--- src/rtl/mem_arbiter.sv ---
// Arbiter sharing one memory port between instruction fetch and data load/store.
// Data has priority; a pending fetch is forced through after STARVE_LIMIT consecutive data grants.
module mem_arbiter #(
  parameter int unsigned MEM_LATENCY  = 1,
  parameter int unsigned STARVE_LIMIT = 4
) (
  input  logic        clock,
  input  logic        reset,
  input  logic        if_req,
  input  logic [31:0] if_addr,
  output logic        if_ready,
  output logic [31:0] if_rdata,
  input  logic        d_req,
  input  logic [31:0] d_addr,
  input  logic [31:0] d_wdata,
  input  logic        d_read_write,
  input  logic [1:0]  d_access_size,
  input  logic        d_unsigned,
  output logic        d_ready,
  output logic [31:0] d_rdata,
  output logic [31:0] mem_address,
  output logic [31:0] mem_data_in,
  output logic        mem_read_write,
  output logic [1:0]  mem_access_size,
  output logic        mem_unsigned_access,
  input  logic [31:0] mem_data_out,
  output logic        busy
);

  localparam logic [1:0] ACCESS_SIZE_WORD = 2'b10;

  localparam logic [1:0] S_IDLE   = 2'd0;
  localparam logic [1:0] S_ACCESS = 2'd1;
  localparam logic [1:0] S_RESP   = 2'd2;

  localparam int unsigned LW = (MEM_LATENCY > 1) ? $clog2(MEM_LATENCY) : 1;
  localparam int unsigned SW = $clog2(STARVE_LIMIT + 1);
  localparam logic [LW-1:0] LAT_INIT   = LW'(MEM_LATENCY - 1);
  localparam logic [SW-1:0] STARVE_MAX = SW'(STARVE_LIMIT);

  logic [1:0]    state_q, state_d;
  logic [LW-1:0] lat_cnt_q, lat_cnt_d;
  logic [SW-1:0] starve_cnt_q, starve_cnt_d;
  logic          gnt_data_q, gnt_data_d;
  logic [31:0]   mem_addr_q, mem_addr_d;
  logic [31:0]   mem_wdata_q, mem_wdata_d;
  logic          mem_rw_q, mem_rw_d;
  logic [1:0]    mem_size_q, mem_size_d;
  logic          mem_uns_q, mem_uns_d;
  logic          if_ready_q, if_ready_d;
  logic          d_ready_q, d_ready_d;
  logic [31:0]   if_rdata_q, if_rdata_d;
  logic [31:0]   d_rdata_q, d_rdata_d;
  logic          fetch_win;

  always_comb begin
    state_d      = state_q;
    lat_cnt_d    = lat_cnt_q;
    starve_cnt_d = starve_cnt_q;
    gnt_data_d   = gnt_data_q;
    mem_addr_d   = mem_addr_q;
    mem_wdata_d  = mem_wdata_q;
    mem_rw_d     = mem_rw_q;
    mem_size_d   = mem_size_q;
    mem_uns_d    = mem_uns_q;
    if_ready_d   = 1'b0;
    d_ready_d    = 1'b0;
    if_rdata_d   = if_rdata_q;
    d_rdata_d    = d_rdata_q;
    fetch_win    = 1'b0;

    case (state_q)
      S_IDLE: begin
        if (if_req || d_req) begin
          fetch_win  = if_req && (!d_req || (starve_cnt_q == STARVE_MAX));
          state_d    = S_ACCESS;
          lat_cnt_d  = LAT_INIT;
          gnt_data_d = !fetch_win;
          if (fetch_win) begin
            mem_addr_d   = if_addr;
            mem_wdata_d  = '0;
            mem_rw_d     = 1'b1;
            mem_size_d   = ACCESS_SIZE_WORD;
            mem_uns_d    = 1'b1;
            starve_cnt_d = '0;
          end else begin
            mem_addr_d   = d_addr;
            mem_wdata_d  = d_wdata;
            mem_rw_d     = d_read_write;
            mem_size_d   = d_access_size;
            mem_uns_d    = d_unsigned;
            // A data win with if_req pending implies starve_cnt_q < STARVE_MAX, so no overflow.
            starve_cnt_d = if_req ? starve_cnt_q + 1'b1 : '0;
          end
        end
      end
      S_ACCESS: begin
        if (lat_cnt_q == '0) begin
          if (gnt_data_q) begin
            if (mem_rw_q) d_rdata_d = mem_data_out;
            d_ready_d = 1'b1;
          end else begin
            if_rdata_d = mem_data_out;
            if_ready_d = 1'b1;
          end
          mem_rw_d = 1'b1;
          state_d  = S_RESP;
        end else begin
          lat_cnt_d = lat_cnt_q - 1'b1;
        end
      end
      S_RESP:  state_d = S_IDLE;
      default: state_d = S_IDLE;
    endcase
  end

  always_ff @(posedge clock) begin
    if (reset) begin
      state_q      <= S_IDLE;
      lat_cnt_q    <= '0;
      starve_cnt_q <= '0;
      gnt_data_q   <= 1'b0;
      mem_addr_q   <= '0;
      mem_wdata_q  <= '0;
      mem_rw_q     <= 1'b1;
      mem_size_q   <= ACCESS_SIZE_WORD;
      mem_uns_q    <= 1'b1;
      if_ready_q   <= 1'b0;
      d_ready_q    <= 1'b0;
      if_rdata_q   <= '0;
      d_rdata_q    <= '0;
    end else begin
      state_q      <= state_d;
      lat_cnt_q    <= lat_cnt_d;
      starve_cnt_q <= starve_cnt_d;
      gnt_data_q   <= gnt_data_d;
      mem_addr_q   <= mem_addr_d;
      mem_wdata_q  <= mem_wdata_d;
      mem_rw_q     <= mem_rw_d;
      mem_size_q   <= mem_size_d;
      mem_uns_q    <= mem_uns_d;
      if_ready_q   <= if_ready_d;
      d_ready_q    <= d_ready_d;
      if_rdata_q   <= if_rdata_d;
      d_rdata_q    <= d_rdata_d;
    end
  end

  assign if_ready            = if_ready_q;
  assign d_ready             = d_ready_q;
  assign if_rdata            = if_rdata_q;
  assign d_rdata             = d_rdata_q;
  assign mem_address         = mem_addr_q;
  assign mem_data_in         = mem_wdata_q;
  assign mem_read_write      = mem_rw_q;
  assign mem_access_size     = mem_size_q;
  assign mem_unsigned_access = mem_uns_q;
  assign busy                = (state_q != S_IDLE);

endmodule
--- config.mk ---
export PLATFORM = sky130hd
export DESIGN_NAME = mem_arbiter
export DESIGN_NICKNAME = d
export VERILOG_FILES = /design/src/rtl/mem_arbiter.sv
export SDC_FILE = /design/constraint.sdc
export NUM_CORES = 1
export LEC_CHECK = 0
export ABC_AREA = 1
export CORE_UTILIZATION = 40
export DETAILED_ROUTE_END_ITERATION = 8
export GPL_TIMING_DRIVEN = 0
export PLACE_DENSITY = 0.8
export SYNTH_ARGS = -nofsm -noshare
export SYNTH_HDL_FRONTEND = slang
export SYNTH_SLANG_ARGS = --single-unit
--- constraint.sdc ---
create_clock -name clock -period 1.99 [get_ports clock]
set_input_delay 0.398 -clock clock [delete_from_list [all_inputs] [get_ports clock]]
set_output_delay 0.398 -clock clock [all_outputs]
set_load 0.02 [all_outputs]
==> summary.txt, run 1 <==
Global routing
  – Grt ovf: 0
  – First-pass GRT wire length: 29390 microns
  – GRT Total Usage: a little over a quarter
  – Vias in the first global route: 5752
  – Initial antenna violation count: 0
  – Largest net degree at the start of global routing: 17

Final layout
  – ANT cells: 0
  – Utilization after layout: about two thirds
  – Fin nets: about 1200
  – Most frequent cells in the layout: 268 x clkdlybuf4s50_1, 140 x dfxtp_1, 139 x nand2_1, 102 x a21oi_1, 97 x nand3_1
  – Most common cell after layout, fill and taps aside: clkdlybuf4s50_1
  – P&R area growth vs syn: 62.86%
  – Fillers: around 1100
  – Share of cells above drive strength 1: under 10%

Floorplan
  – Die width: between 100 and 150 microns
  – Core outline area: 0.01330 sq mm
  – Initial Util: roughly two fifths
  – Die H: approximately 120 microns
  – Die Area: 0.01419 sq mm
  – Cell Rows: 42
  – Ports: 271

Power and ir drop
  – Pwr per Cell Area: between 800 and 900 mW/mm^2
  – Leak: about 3.6 nW
  – Tot Pwr: between 7 and 8 mW
  – Max VDD drop: 0.5949 mV

Timing
  – RSZ-0062 raised after global routing: false
  – # setup viols final: 0
  – Worst hold slack: 0.3813 ns
  – Slew @ Worst Pin: roughly 0.61 ns
  – Setup Skew: around 0.0070 ns
  – Tcrit/Tclk final: around 92%
  – Setup slack after layout: approximately 0.17 ns
  – Max-slew headroom: around 59%
  – Minimum clock period: about 1.8 ns
  – Final Max Slew Viols: 0
  – Fmax: 0.5485 GHz
  – Final hold vios: 0

Critical path
  – CP endpoint kind: output pin
  – Setup crit start kind: register
  – Crit path kind: reg2out
  – Number of buffers and inverters on the critical path: 1
  – Required time worst endpoint: between 1.5 and 2 ns
  – CP Data Arrival Time: about 1.4 ns
  – CP max FO: 2
  – Worst path max stage delay: 0.64 ns
  – Slowest-stage cell, CP: clkdlybuf4s50_1
  – Critical path's top delay family: buffers and inverters
  – Cells along the critical path: clkdlybuf4s50_1

Routing
  – Vias: roughly 6000
  – Final WL: 18780 microns
  – Routed len/inst: roughly 16 microns
  – DR vias/cell: 4.954
  – Number of iterations in the first detailed-routing pass: 5
  – DR iter-0 viols: between 400 and 500
  – DRC: 0
  – Antenna viol nets, final: 0

Synthesis
  – Post-Syn Area: about 0.0055 sq mm
  – Synth Warn #: 0
  – Distinct cells, synth: 23
  – Syn Nets: 872
  – Sequential element share of the synthesized area: about half
  – Gate Count Post-Synth: around 730
  – Synthesized area per cell: around 7.5 sq um
  – Synth Register Bits: 140

Flow run
  – Max_cap viols: 0

Clock network
  – Clock Latency Late Sink: 0.41 ns
  – H-tree levels: 4
  – Postcts setup bufs: 0
  – Total CTS buffers: 17
  – CTS max path bufs: 2
  – CTS Sinks: 140
  – Worst-path clk slew: 0.05 ns
  – Clk root buf: clkbuf_16
  – CTS tree: done

Outcome
  – Status: finished, final reports clean

Placement
  – GPL Wtd Cong: around 0.90
  – Post-place setup slack: -0.1068 ns
  – Dpl hpwl: between 10000 and 15000 microns
  – Input/output buffers: 269

Worst hold path
  – Worst min-delay path class: in2reg
[Yosys cell counts]
| cell type | n | area share [%] |
|---|---|---|
| o21ai_0 | 52 | 4.7 |
| nor2_2 | 1 | 0.11 |
| nand2_1 | 139 | 9.5 |
| a21oi_1 | 102 | 9.3 |
| buf_4 | 7 | 0.96 |
| buf_6 | 1 | 0.21 |
| ha_1 | 2 | 0.46 |
| nor2_1 | 76 | 5.2 |
| buf_2 | 23 | 2.1 |
| dfxtp_1 | 140 | 51 |
| nor3_1 | 1 | 0.091 |
| inv_2 | 2 | 0.14 |
| nor2_4 | 3 | 0.62 |
| inv_1 | 38 | 2.6 |
| clkbuf_1 | 25 | 1.7 |
| buf_1 | 3 | 0.21 |
| clkinv_1 | 1 | 0.068 |
| xnor2_1 | 1 | 0.16 |
| o21ai_1 | 17 | 1.6 |
| nand3_1 | 97 | 8.8 |
| nand3b_1 | 1 | 0.14 |
| nand4_1 | 1 | 0.11 |
| nand2_2 | 1 | 0.11 |
[area by class of cell]
cell class              count  area (sq um)  area share [%]
flip-flops and latches    140          2803           31.36
repair buffers            269          2691           30.11
multi-input cells         494          2247           25.14
clock buffers              24         471.7           5.278
plain buffers              59         284.0           3.178
well taps                 176         220.2           2.464
inverters                  41         153.9           1.722
clock inverters             7         66.31          0.7420
[metrics by stage]
stage,setup TNS [ns],cells,area [sq um]
floorplan,0,734,5488
global placement,-0.4845,1179,8401
detailed placement,-0.7392,1179,8401
CTS,0,1210,8937
global route,0,1210,8937
finish,0,1210,8937
[state kept, by name (all words and copies together) (netlist names), 2 cells and up]
name / count
if_rdata: 32
mem_access_size: 2
mem_address: 32
starve_cnt_q: 3
mem_data_in: 32
state_q: 2
d_rdata: 32
[worst paths after layout]
| kind | depth (start not counted) | endpoint | from | slack (ns) |
|---|---|---|---|---|
| setup / recovery | 1 | mem_address[2] | mem_address[2]$_SDFFE_PP0P_ | 0.17 |
| hold / removal | 2 | mem_data_in[12]$_SDFFE_PP0P_ | reset | 0.38 |
| setup reg to reg | 8 | mem_data_in[10]$_SDFFE_PP0P_ | starve_cnt_q[0]$_SDFFE_PP0P_ | 0.25 |
| hold reg to reg | 2 | if_rdata[3]$_SDFFE_PP0P_ | if_rdata[3]$_SDFFE_PP0P_ | 0.46 |
[what timing repair did]
item | 4_1_cts | 5_1_grt
endpoints found under the setup margin | 1 | 0
hold buffers | 0 | 0
gates resized for setup | 1 | 0
[metal layers]
layer	up-vias	global-route usage (%)	part of all wire [%]
met2	235	43.53	48
met1	2735	31.54	42
met3	46	8.621	7.1
met4	0	11.16	3.6
met5	-	0	0
li1	2978	-	-
[cells by family (layout without fill, tap and decap cells)]
kind of cell,Yosys count,after routing,share of synthesized area [%]
flip-flops,140,140,51.07
AND/OR/NAND/NOR,320,320,24.74
adder cells (fa/ha/maj),2,2,0.4559
XOR/XNOR,1,1,0.1596
AO/OA/AOI/OAI,171,171,15.60
buffers and inverters,100,400,7.980
[report_power, final]
group / switching [mW] / total, mW / internal, mW
combinational: 0.887 / 1.68 / 0.788
sequential: 0.110 / 3.12 / 3.01
clock: 1.14 / 2.91 / 1.77
[worst register-to-register path, delay by kind of cell, from the launching register on]
family                     cells  cell delay (ns)
buffers and inverters          2             0.46
adders and majority gates      1             0.19
AOI/OAI and AO/OA              1             0.18
and+or+nand+nor                4             0.50
DFF                            1             0.33
No activity file was read; power rests on OpenSTA's default activity.
==> inputs of run 2 (changes only) <==
RECOVER_POWER = 50   (was default)
==> run 2 against run 1 <==
Effect of this change: wire length is essentially flat; power fell by 0.52%; hold slack worse by 0.0042 ns; via count is 0.18% lower; non-clock buffer count did not move; combinational power barely moved; utilization decreased by 0.11 points; global-route usage stayed put; highest routed layer unchanged; die area unchanged; critical path depth up 5; largest power group unchanged.
==> summary.txt, run 2 (same netlist as run 1, synthesis figures left out) <==
Critical path
  – Reg2Reg Setup Slack: ~0.23 ns
  – Capturing point of the worst reg2reg path: d_rdata[3]$_SDFFE_PP0P_
  – Critical path's top delay family: buffers and inverters
  – Setup crit start kind: input pin
  – Crit path kind: in2reg
  – Number of buffers and inverters on the critical path: 3
  – Slowest-stage cell, CP: clkdlybuf4s50_1
  – CP endpoint kind: register
  – Worst R2R Path Depth: 8
  – CP max FO: 10
  – CP Data Arrival Time: 2.17 ns
  – Cells along the critical path: clkdlybuf4s50_1 > o21ai_0 > clkbuf_1 > buf_4 > nand2_1 > a21oi_1
  – R2r startpoint: state_q[0]$_SDFFE_PP0P_
  – Required time worst endpoint: between 2 and 2.5 ns
  – Worst path max stage delay: 0.48 ns

Floorplan
  – Die H: 119.1 microns
  – Cell Rows: between 40 and 50
  – Initial Util: 41.28%
  – Ports: 271
  – Core outline area: approximately 0.013 sq mm
  – Die Area: roughly 0.014 sq mm
  – Die width: between 100 and 150 microns

Timing
  – Tcrit/Tclk final: 92.43%
  – # setup viols final: 0
  – Minimum clock period: between 1.5 and 2 ns
  – Final Max Slew Viols: 0
  – Setup slack after layout: between 0.15 and 0.2 ns
  – RSZ-0062 raised after global routing: false
  – Final hold vios: 0
  – Setup Skew: 0.008824 ns
  – Slew @ Worst Pin: ~0.62 ns
  – Fmax: roughly 0.54 GHz
  – Max-slew headroom: ~59%

Routing
  – Routed len/inst: approximately 16 microns
  – Vias: around 6000
  – Antenna viol nets, final: 0
  – Final WL: 18780 microns
  – DR vias/cell: 4.945
  – Number of iterations in the first detailed-routing pass: 9
  – DR iter-0 viols: between 400 and 500
  – DRC: 0

Clock network
  – Clock Latency Late Sink: just over 0.4 ns
  – Worst-path clk slew: approximately 0.050 ns
  – CTS Sinks: between 100 and 150
  – Total CTS buffers: 17
  – H-tree levels: 4
  – Postcts setup bufs: 0
  – Clk root buf: clkbuf_16
  – CTS tree: done
  – Post-cts sizing count: 1
  – CTS max path bufs: 2
  – Hold_buf cts: 0

Worst hold path
  – Hold_sp: reset
  – Worst min-delay path class: in2reg
  – Hold-critical path depth: 2
  – Endpoint, Worst Hold: mem_data_in[12]$_SDFFE_PP0P_

Power and ir drop
  – Pwr per Cell Area: about 860 mW/mm^2
  – Leak: approximately 3.8 nW
  – Max VDD drop: between 0.5 and 0.6 mV
  – Tot Pwr: approximately 7.7 mW

Global routing
  – Initial antenna violation count: 0
  – Largest net degree at the start of global routing: 17
  – First-pass GRT wire length: 29390 microns
  – Grt ovf: 0
  – GRT Total Usage: a little over a quarter
  – Vias in the first global route: around 5800

Final layout
  – ANT cells: 0
  – Non-Filler Instances: between 1000 and 1500
  – Fin nets: 1160
  – Most frequent cells in the layout: 221 x clkdlybuf4s50_1, 140 x dfxtp_1, 139 x nand2_1, 102 x a21oi_1, 97 x nand3_1
  – Most common cell after layout, fill and taps aside: clkdlybuf4s50_1
  – P&R area growth vs syn: 62.59%
  – Share of cells above drive strength 1: about 5.5%
  – Fillers: 1155

Outcome
  – Status: finished, final reports clean

Placement
  – Input/output buffers: roughly 270
  – Placed Cells: roughly 1200
  – Dpl hpwl: ~14000 microns
  – GPL Wtd Cong: 0.9047
  – Post-place setup slack: -0.1068 ns

Flow run
  – Max_cap viols: 0
[run 2: changes by cell type in the layout (fill, tap and decap cells not counted), moves of 3 or more]
cell,change
clkdlybuf4s50_1,-47
dlygate4sd3_1,+47
buf_2,-9
clkbuf_1,+7
clkbuf_2,+3
[run 2: how the worst max path moves through the flow]
| stage | startpoint | endpoint | slack (ns) | depth (start not counted) |
|---|---|---|---|---|
| detailed placement | if_req | mem_address[21]$_SDFFE_PP0P_ | -0.11 | 7 |
| global placement | if_req | mem_address[18]$_SDFFE_PP0P_ | -0.05 | 7 |
| finish | d_req | mem_data_in[10]$_SDFFE_PP0P_ | 0.15 | 6 |
| global route | starve_cnt_q[0]$_SDFFE_PP0P_ | mem_data_in[7]$_SDFFE_PP0P_ | 0.04 | 8 |
| floorplan | starve_cnt_q[0]$_SDFFE_PP0P_ | mem_address[16]$_SDFFE_PP0P_ | 0.61 | 9 |
| CTS | mem_read_write$_SDFFE_PP1P_ | mem_read_write | 0.15 | 1 |
[run 2: final cells by class]
| cell class | instances | area (sq um) | area share, % |
|---|---|---|---|
| well taps | 176 | 220.2 | 2.468 |
| multi-input cells | 494 | 2240 | 25.10 |
| clock buffers | 24 | 471.7 | 5.287 |
| flip-flops and latches | 140 | 2803 | 31.41 |
| clock inverters | 7 | 66.31 | 0.7432 |
| repair buffers | 269 | 2691 | 30.16 |
| inverters | 41 | 153.9 | 1.725 |
| plain buffers | 59 | 276.5 | 3.099 |
[run 2: power by group]
part | internal, mW | switching, mW
registers | 3.01 | 0.106
logic | 0.758 | 0.887
clock network | 1.77 | 1.13
total | 5.54 | 2.13
[run 2: per-layer routing]
metal / up-vias / track usage (%) / wire length [microns]
met3: 51 / 8.621 / 1252
li1: 2983 / - / -
met2: 221 / 43.53 / 8990
met1: 2728 / 31.54 / 7853
met4: 0 / 11.16 / 682
met5: - / 0 / 0
[run 2: per-stage QoR]
step | utilization, % | cell area (sq um) | hold slack, ns | setup TNS (ns)
global route | 67.11 | 8922 | 0.3917 | 0
detailed placement | 63.18 | 8401 | 0.4534 | -0.7392
finish | 67.11 | 8922 | 0.3771 | 0
global placement | 63.18 | 8401 | 0.4481 | -0.4845
CTS | 67.22 | 8937 | 0.3760 | 0
floorplan | - | 5488 | 0.4612 | 0
[run 2: worst reg2reg max path, delay by kind of cell, from the launching register on]
family	cells	cell delay (ns)
simple gates	4	0.79
buf+inv	4	0.53
flops	1	0.32
